### config.mk
export PLATFORM = sky130hd
export DESIGN_NAME = microwave_ctrl
export DESIGN_NICKNAME = d
export VERILOG_FILES = /design/src/rtl/microwave_pkg.sv /design/src/rtl/tick_prescaler.sv /design/src/rtl/microwave_ctrl.sv
export SDC_FILE = /design/constraint.sdc
export NUM_CORES = 1
export LEC_CHECK = 0
export ABC_AREA = 1
export ABC_CLOCK_PERIOD_IN_PS = 2300
export CORE_ASPECT_RATIO = 0.9
export CORE_UTILIZATION = 58
export CTS_CLUSTER_SIZE = 24
export DETAILED_ROUTE_END_ITERATION = 10
export PLACE_DENSITY_LB_ADDON = 0.15
export SYNTH_ARGS = -nofsm -noshare
export SYNTH_HDL_FRONTEND = slang
export SYNTH_SLANG_ARGS = --single-unit
export TNS_END_PERCENT = 30
### constraint.sdc
create_clock -name clock -period 2.3 [get_ports clock]
set_clock_uncertainty 0.2 [all_clocks]
set_input_delay 0.23 -clock clock [delete_from_list [all_inputs] [get_ports clock]]
set_output_delay 0.23 -clock clock [all_outputs]
set_load 0.01 [all_outputs]
### src/rtl/microwave_pkg.sv
// Shared encodings and limits for the microwave control stage.
package microwave_pkg;

  // FSM state encoding; also presented on the display port.
  typedef enum logic [2:0] {
    ST_IDLE  = 3'd0,
    ST_SET   = 3'd1,
    ST_COOK  = 3'd2,
    ST_PAUSE = 3'd3,
    ST_DONE  = 3'd4
  } state_t;

  // Entry holds at most min, sec-tens and sec-ones.
  localparam int MAX_DIGITS = 3;

  // Largest digit that may later be shifted into the seconds-tens position.
  localparam logic [3:0] SEC_TENS_MAX = 4'd5;

endpackage

### src/rtl/tick_prescaler.sv
// One-second prescaler: counts 0..TICK_DIV-1 while run is high and emits a
// registered one-cycle tick on wrap. The count holds while run is low so a
// paused cook resumes mid-second.
module tick_prescaler #(
  parameter int TICK_DIV = 50_000_000
) (
  input  logic clock,
  input  logic reset,
  input  logic run,
  input  logic zero_cnt,
  output logic tick
);

  localparam int CW = $clog2(TICK_DIV);
  localparam logic [CW-1:0] LAST = CW'(TICK_DIV - 1);

  logic [CW-1:0] count;

  // Count while running, wrap at LAST with a tick; zero_cnt wins over run.
  always_ff @(posedge clock) begin
    if (reset) begin
      count <= '0;
      tick  <= 1'b0;
    end else begin
      tick <= 1'b0;
      if (zero_cnt) begin
        count <= '0;
      end else if (run) begin
        if (count == LAST) begin
          count <= '0;
          tick  <= 1'b1;
        end else begin
          count <= count + CW'(1);
        end
      end
    end
  end

endmodule

### src/rtl/microwave_ctrl.sv
// Microwave control stage: keypad digit entry into the BCD timer, start /
// stop-clear / door arbitration, magnetron enable and the once-per-second
// timer decrement enable.
//
// Handshake: key_valid is a one-cycle pulse with no back-pressure; the digit
// is either accepted in the cycle it is sampled (one-cycle timer_loadn strobe
// the next cycle) or silently dropped.
module microwave_ctrl
  import microwave_pkg::*;
#(
  parameter int TICK_DIV = 50_000_000
) (
  input  logic       clock,
  input  logic       reset,
  input  logic       key_valid,
  input  logic [3:0] key_digit,
  input  logic       start,
  input  logic       stop_clear,
  input  logic       door_closed,
  input  logic       timer_zero,
  output logic [3:0] timer_data,
  output logic       timer_loadn,
  output logic       timer_clrn,
  output logic       timer_en,
  output logic       mag_on,
  output logic       done,
  output logic [2:0] state
);

  state_t     st;
  logic [3:0] d2, d1, d0;
  logic [1:0] digit_cnt;
  logic       key_ok;
  logic       start_ok;
  logic       run;

  assign state = st;

  // Qualifiers shared by the FSM and the prescaler controls.
  always_comb begin
    key_ok   = (st == ST_IDLE || st == ST_SET) && key_valid &&
               (key_digit <= 4'd9) && (digit_cnt < 2'(MAX_DIGITS)) &&
               (d0 <= SEC_TENS_MAX);
    // In SET the timer mirrors the shadow, so an all-zero shadow agrees with
    // timer_zero; both must show a non-empty entry before cooking.
    start_ok = (st == ST_SET) && start && !stop_clear && door_closed &&
               !timer_zero && ({d2, d1, d0} != 12'd0);
    // A door opening, stop or zero in COOK freezes the prescaler that cycle,
    // so timer_en can never follow a zero reading.
    run      = (st == ST_COOK) && door_closed && !stop_clear && !timer_zero;
  end

  tick_prescaler #(
    .TICK_DIV (TICK_DIV)
  ) u_prescaler (
    .clock    (clock),
    .reset    (reset),
    .run      (run),
    .zero_cnt (start_ok),
    .tick     (timer_en)
  );

  // Control FSM with registered outputs and the shadow digit register.
  always_ff @(posedge clock) begin
    if (reset) begin
      st          <= ST_IDLE;
      timer_clrn  <= 1'b0;
      timer_loadn <= 1'b1;
      timer_data  <= 4'd0;
      mag_on      <= 1'b0;
      done        <= 1'b0;
      d2          <= 4'd0;
      d1          <= 4'd0;
      d0          <= 4'd0;
      digit_cnt   <= 2'd0;
    end else begin
      timer_loadn <= 1'b1;
      timer_clrn  <= 1'b1;
      case (st)
        ST_IDLE, ST_SET: begin
          if (st == ST_SET && stop_clear) begin
            st         <= ST_IDLE;
            timer_clrn <= 1'b0;
            d2         <= 4'd0;
            d1         <= 4'd0;
            d0         <= 4'd0;
            digit_cnt  <= 2'd0;
          end else if (start_ok) begin
            st     <= ST_COOK;
            mag_on <= 1'b1;
          end else if (key_ok) begin
            st          <= ST_SET;
            d2          <= d1;
            d1          <= d0;
            d0          <= key_digit;
            digit_cnt   <= digit_cnt + 2'd1;
            timer_data  <= key_digit;
            timer_loadn <= 1'b0;
          end
        end
        ST_COOK: begin
          if (!door_closed || stop_clear) begin
            st     <= ST_PAUSE;
            mag_on <= 1'b0;
          end else if (timer_zero) begin
            st     <= ST_DONE;
            mag_on <= 1'b0;
            done   <= 1'b1;
          end
        end
        ST_PAUSE: begin
          if (stop_clear) begin
            st         <= ST_IDLE;
            timer_clrn <= 1'b0;
            d2         <= 4'd0;
            d1         <= 4'd0;
            d0         <= 4'd0;
            digit_cnt  <= 2'd0;
          end else if (start && door_closed) begin
            st     <= ST_COOK;
            mag_on <= 1'b1;
          end
        end
        ST_DONE: begin
          if (stop_clear || !door_closed) begin
            st         <= ST_IDLE;
            done       <= 1'b0;
            timer_clrn <= 1'b0;
            d2         <= 4'd0;
            d1         <= 4'd0;
            d0         <= 4'd0;
            digit_cnt  <= 2'd0;
          end
        end
        default: begin
          st     <= ST_IDLE;
          mag_on <= 1'b0;
          done   <= 1'b0;
        end
      endcase
    end
  end

endmodule

* Yosys cells after proc, flatten, opt, wreduce, memory -nomap -nowiden
Index checks and enable logic that the tools add are counted.
** Word-level totals
- Register bits :: 52
- Latch bits :: 0
- RAM bits :: 0
- Memory bits (read-only) :: 0
- Output and inout port bits :: 12
- Word-level logic and storage cells :: 120
- Memories kept :: 0
** Operators by class
- Add/subtract/negate cells :: 2
- Multiply operators :: 0
- Divide/modulo/power cells :: 0
- Magnitude comparators :: 3
- Equality and inequality tests :: 18
- Shift-type cells :: 0
- Multiplexer cells :: 47
- Bitwise logic cells :: 6
- Reduce and logical (&&, ||, !) cells :: 32
** Operator list (number)
- $mux W4 :: 11
- $pmux W4 S3 :: 3
- $add A26 B1 Y26 const B :: 1
- $eq A26 B26 Y1 const B :: 1
- $mux W26 :: 1
- $mux W3 :: 8
- $ne A2 B2 Y1 const B :: 8
- $logic_and A1 B1 Y1 :: 14
- $mux W1 :: 14
- $pmux W3 S4 :: 1
- $reduce_and A4 Y1 :: 3
- $reduce_bool A12 Y1 :: 1
- $mux W2 :: 5
- $ne A3 B3 Y1 const B :: 3
- $eq A3 B2 Y1 const B :: 2
- $not A1 Y1 :: 6
- $pmux W1 S3 :: 2
- $pmux W2 S3 :: 1
- $reduce_and A6 Y1 :: 1
- $reduce_or A3 Y1 :: 2
- $reduce_and A5 Y1 :: 1
- $le A4 B3 Y1 const B :: 1
- $le A4 B4 Y1 const B :: 1
- $ne A4 B4 Y1 const B :: 1
- 12 further kinds :: 16

* Longest topological paths before layout
- Word-level depth :: 10
- Depth in mapped cells :: 11
- Depth with buffers taken out :: 11

* By module
From an unflattened synthesis, not the netlist that was laid out.
** Second synthesis, totals
- Cells, all modules :: 442
- Area, all modules :: 3079.2 µm²
** By module, submodules not included
- tick_prescaler :: times used 1, cells an instance 245, area an instance 1634.1 µm², seq. area each 540.5 µm²
- microwave_ctrl :: times used 1, cells an instance 197, area an instance 1445.1 µm², seq. area each 500.5 µm²

* Worst setup path before layout
OpenSTA, ideal clock, no wires.
- Kind :: register -> register
- Start :: register st[1] (netlist: state[1])
- End :: register u_prescaler.count[25]
- Library setup time :: 0.118 ns
- Arrival time :: 1.430 ns
- Data required time :: 1.982 ns
- Setup slack :: 0.552 ns
- Stages on the path, launching flop included :: 11
- Period minus slack after synthesis :: 1.748 ns
- Cell sequence :: dfxtp_1 > nand2_1 > nor2_4 > nand3_4 > inv_4 > nand3_4 > nand2_4 > inv_2 > buf_6 > nand2_1 > nor2_1
** Between the ends
- Cells in the longest elaborated chain, start to end :: 7
** Ends and longest elaborated chain
- start, declared :: line microwave_ctrl.sv:30 : state_t st;
- start signal, assigned :: line microwave_ctrl.sv:66 : st <= ST_IDLE;
- start signal, assigned :: line microwave_ctrl.sv:82 : st <= ST_IDLE;
- start signal, assigned :: line microwave_ctrl.sv:89 : st <= ST_COOK;
- $eq A3 B1 Y1 :: line microwave_ctrl.sv:46 : start_ok = (st == ST_SET) && start && !stop_clear && door_closed &&
- $logic_and A1 B1 Y1 (4 in a row) :: line microwave_ctrl.sv:46
- $logic_and A1 B1 Y1 :: line microwave_ctrl.sv:47 : !timer_zero && ({d2, d1, d0} != 12'd0);
- $reduce_or A2 Y1 (no line)
- end signal, assigned :: line tick_prescaler.sv:33 : count <= count + CW'(1);
- end, declared :: line tick_prescaler.sv:17 : logic [CW-1:0] count;
Several ways; a longest one is shown, not always the timed one.
A chain may end at the register's enable or synchronous reset.

* Worst setup path after layout
- Start :: register st[1] (netlist: state[1])
- End :: register d0[1]
** Between the ends
- Cells in the longest elaborated chain, start to end :: 8
** Ends and longest elaborated chain
- $eq A3 B1 Y1 or $logic_not A3 Y1 (tied branches)
- $logic_and A1 B1 Y1 or $logic_or A1 B1 Y1 (tied branches) :: line microwave_ctrl.sv:46, microwave_ctrl.sv:41
- $logic_and A1 B1 Y1, on equally long branches (2 in a row) :: line microwave_ctrl.sv:46, microwave_ctrl.sv:41
- $logic_and A1 B1 Y1, on equally long branches :: line microwave_ctrl.sv:46, microwave_ctrl.sv:42
- $logic_and A1 B1 Y1, on equally long branches :: line microwave_ctrl.sv:47, microwave_ctrl.sv:42
- $ne A3 B3 Y1 (no line)
- $reduce_and A5 Y1 (no line)
- end signal, assigned :: line microwave_ctrl.sv:95 : d0 <= key_digit;
- end, declared :: line microwave_ctrl.sv:31 : logic [3:0] d2, d1, d0;
Several ways; a longest one is shown, not always the timed one.

==> results.cfg <==
[cts]
cts_root_buffer = clkbuf_8
cts-buffers-inserted = 5
numClockSinks = 52
htreeDepth = 2
insertion_delay_ns = 0.31
cts-hold-fix-buffers = 0
clockBufferDepth = 2
post_cts_buffers = 0
clk_pin_slew_ns = 0.09
post_cts_resized = 0
cts_tree = yes

[setup_path]
slowest_stage = nor2_1
worstSetupEndpointType = register
required_ns = 2.36
crit_end = d0[1]$_SDFFE_PP0P_
reg2reg_slack_ns = 0.28
regToRegStartpoint = state[1]$_SDFFE_PP0P_
cp_cell_sequence = nor2_2 > nand3_2 > inv_1 > nor2_1 > nand2_1 > nand4_1 > nand2_1 > nor2_1
cp_top_family = simple AND/OR/NAND/NOR gates
critPathArrivalTime_ns = 2.08
cpPeakStageDelay_ns = 0.62
cp_num_buf_inv = 1
worstSetupPathType = reg -> reg
cp-start-kind = register
cp_max_fo = 13
setup.worst_path.start = state[1]$_SDFFE_PP0P_
path_depth = 8
r2r_cells = 8
r2r_end = d0[1]$_SDFFE_PP0P_

[layout]
layout_commonest_cell = nand2_1
instances_no_fill = 550
fin_util = 0.679
drive_above_1_share = 0.0701
num-nets-final = 497
diodes = 0
layout_common_cells = 139 x nand2_1, 94 x nor2_1, 67 x inv_1
area_growth_pct = 13.1

[hold_path]
min_path_type = reg -> reg
hold_path_depth = 2

[sta]
slew_headroom = 0.448
rsz0062_at_grt = false
period_needed_ns = 2.02
tns_ns = 0
finalSetupViolations = 0
layout_setup_ws_ns = 0.277
maxSlewViolCount = 0
worst_slew_pin_slew_ns = 0.825
finalCritPeriodShare = 0.879
fmax_mhz = 494
hold_viol = 0

[logic_synthesis]
syn_area_per_cell_um2 = 6.32
synth-seq-cells = 52
syn-num-nets = 472
syn_area_um2 = 2900
synth-seq-area-share = 0.359
yosysUniqueCellTypes = 31
synth_cells = 459
yosysWarnings = 0

[route]
ant_nets = 0
wl_per_cell_um = 10.9
drc = 0
vias = 2695
dr.pass1.iters = 4
via_per_inst = 4.90
dr.first_iter.drc_count = 150
totalWireLength_um = 5970

[pwr]
irDropWorstVdd_mv = 0.654
p_per_area_nw_per_um2 = 938
static-leakage-power_nw = 1.48

[grt]
grt_max_degree = 25
grt_pass1_wl_um = 10600
grt_use_total = 0.249
grt_overflow = 0
antenna_found_initial = 0
grt_pass1_vias = 2417

[outcome]
status = finished clean

[placement]
io_buffers = 22
dp.cells = 542
dp_slack_ns = 0.0728
gp_routability_congestion = 0.880
post-dp-hpwl_um = 4510

[flow_run]
cap_violations = 0

[die]
fp.dieH_um = 69.1
core_area_um2 = 4830
die_w_um = 76.6
die-area_um2 = 5290
std_cell_rows = 24
io_pins = 23
start_util = 0.600
registers in the layout, indices dropped and copies added, names as in the netlist, 2 cells and up:
register           count
u_prescaler.count     26
digit_cnt              2
d2                     4
state                  3
d0                     4
timer_data             4
d1                     4
Yosys cell counts:
library cell	number	area, um2
a21o_1	1	7.51
a21oi_1	20	100
a21oi_2	1	8.76
and2_1	1	6.26
buf_2	2	10.0
buf_4	1	7.51
buf_6	3	33.8
clkbuf_1	1	3.75
dfxtp_1	52	1040
ha_1	2	25.0
inv_1	67	251
inv_2	2	7.51
inv_4	1	6.26
nand2_1	139	522
nand2_2	1	6.26
nand2_4	2	22.5
nand3_1	17	85.1
nand3_2	3	30.0
nand3_4	3	52.6
nand4_1	8	50.1
nor2_1	94	353
nor2_2	3	18.8
nor2_4	5	56.3
nor3_1	7	35.0
nor3b_1	1	7.51
nor3b_2	2	25.0
o211a_1	1	10.0
o21ai_0	12	60.1
o21bai_1	2	15.0
xnor2_1	1	8.76
xor2_1	4	35.0
cell type report:
class,instances,area [um2]
fill,440,1550
multi-input combinational,330,1540
sequential,52,1040
inverter,70,265
timing repair buffer,25,243
tap,65,81.3
clock buffer,5,68.8
clock inverter,3,42.5
worst reg2reg max path, stage by stage, from the launching register on:
cell and delay [ns]:
dfxtp_1 0.48, nor2_2 0.14, nand3_2 0.10, inv_1 0.05, nor2_1 0.62, nand2_1 0.11
nand4_1 0.13, nand2_1 0.06, nor2_1 0.08
how the worst min path moves through the flow:
stage | startpoint | slack, ns | to
2_1_floorplan | reset | 0.1 | done$_SDFFE_PP0P_
3_3_place_gp | mag_on$_SDFFE_PP0P_ | 0.25 | mag_on$_SDFFE_PP0P_
3_5_place_dp | mag_on$_SDFFE_PP0P_ | 0.25 | mag_on$_SDFFE_PP0P_
4_1_cts | mag_on$_SDFFE_PP0P_ | 0.26 | mag_on$_SDFFE_PP0P_
5_1_grt | mag_on$_SDFFE_PP0P_ | 0.29 | mag_on$_SDFFE_PP0P_
6_report | mag_on$_SDFFE_PP0P_ | 0.26 | mag_on$_SDFFE_PP0P_
cells by family (layout without fill, tap and decap cells):
| group | Yosys count | count (layout) | synth area share |
|---|---|---|---|
| buffers and inverters | 77 | 103 | 0.110 |
| AOI/OAI and AO/OA | 37 | 37 | 0.0694 |
| and+or+nand+nor | 286 | 286 | 0.438 |
| adders and majority gates | 2 | 2 | 0.00862 |
| xor gates and xnor gates | 5 | 5 | 0.0151 |
| DFF | 52 | 52 | 0.359 |
report_power, final:
group          switching (mW)  total, mW  internal [mW]
Clock                   0.311      0.633          0.322
Combinational           0.770       1.25          0.478
Sequential              0.127       1.20           1.07
per-stage QoR:
stage | hold slack [ns] | total power [mW] | area (um2)
6_report | 0.256 | 3.08 | 3280
5_1_grt | 0.291 | 3.32 | 3280
4_1_cts | 0.261 | 3.10 | 3280
3_5_place_dp | 0.248 | 2.45 | 3170
3_3_place_gp | 0.246 | 2.43 | 3170
2_1_floorplan | 0.0991 | 2.20 | 2900
per-layer routing:
| layer | routed length (um) | GRT usage |
|---|---|---|
| met1 | 3170 | 0.358 |
| met2 | 2460 | 0.366 |
| met3 | 249 | 0.0464 |
| met4 | 97 | 0.0962 |
| met5 | 0 | 0 |
Power figures use the tool's default switching activity.
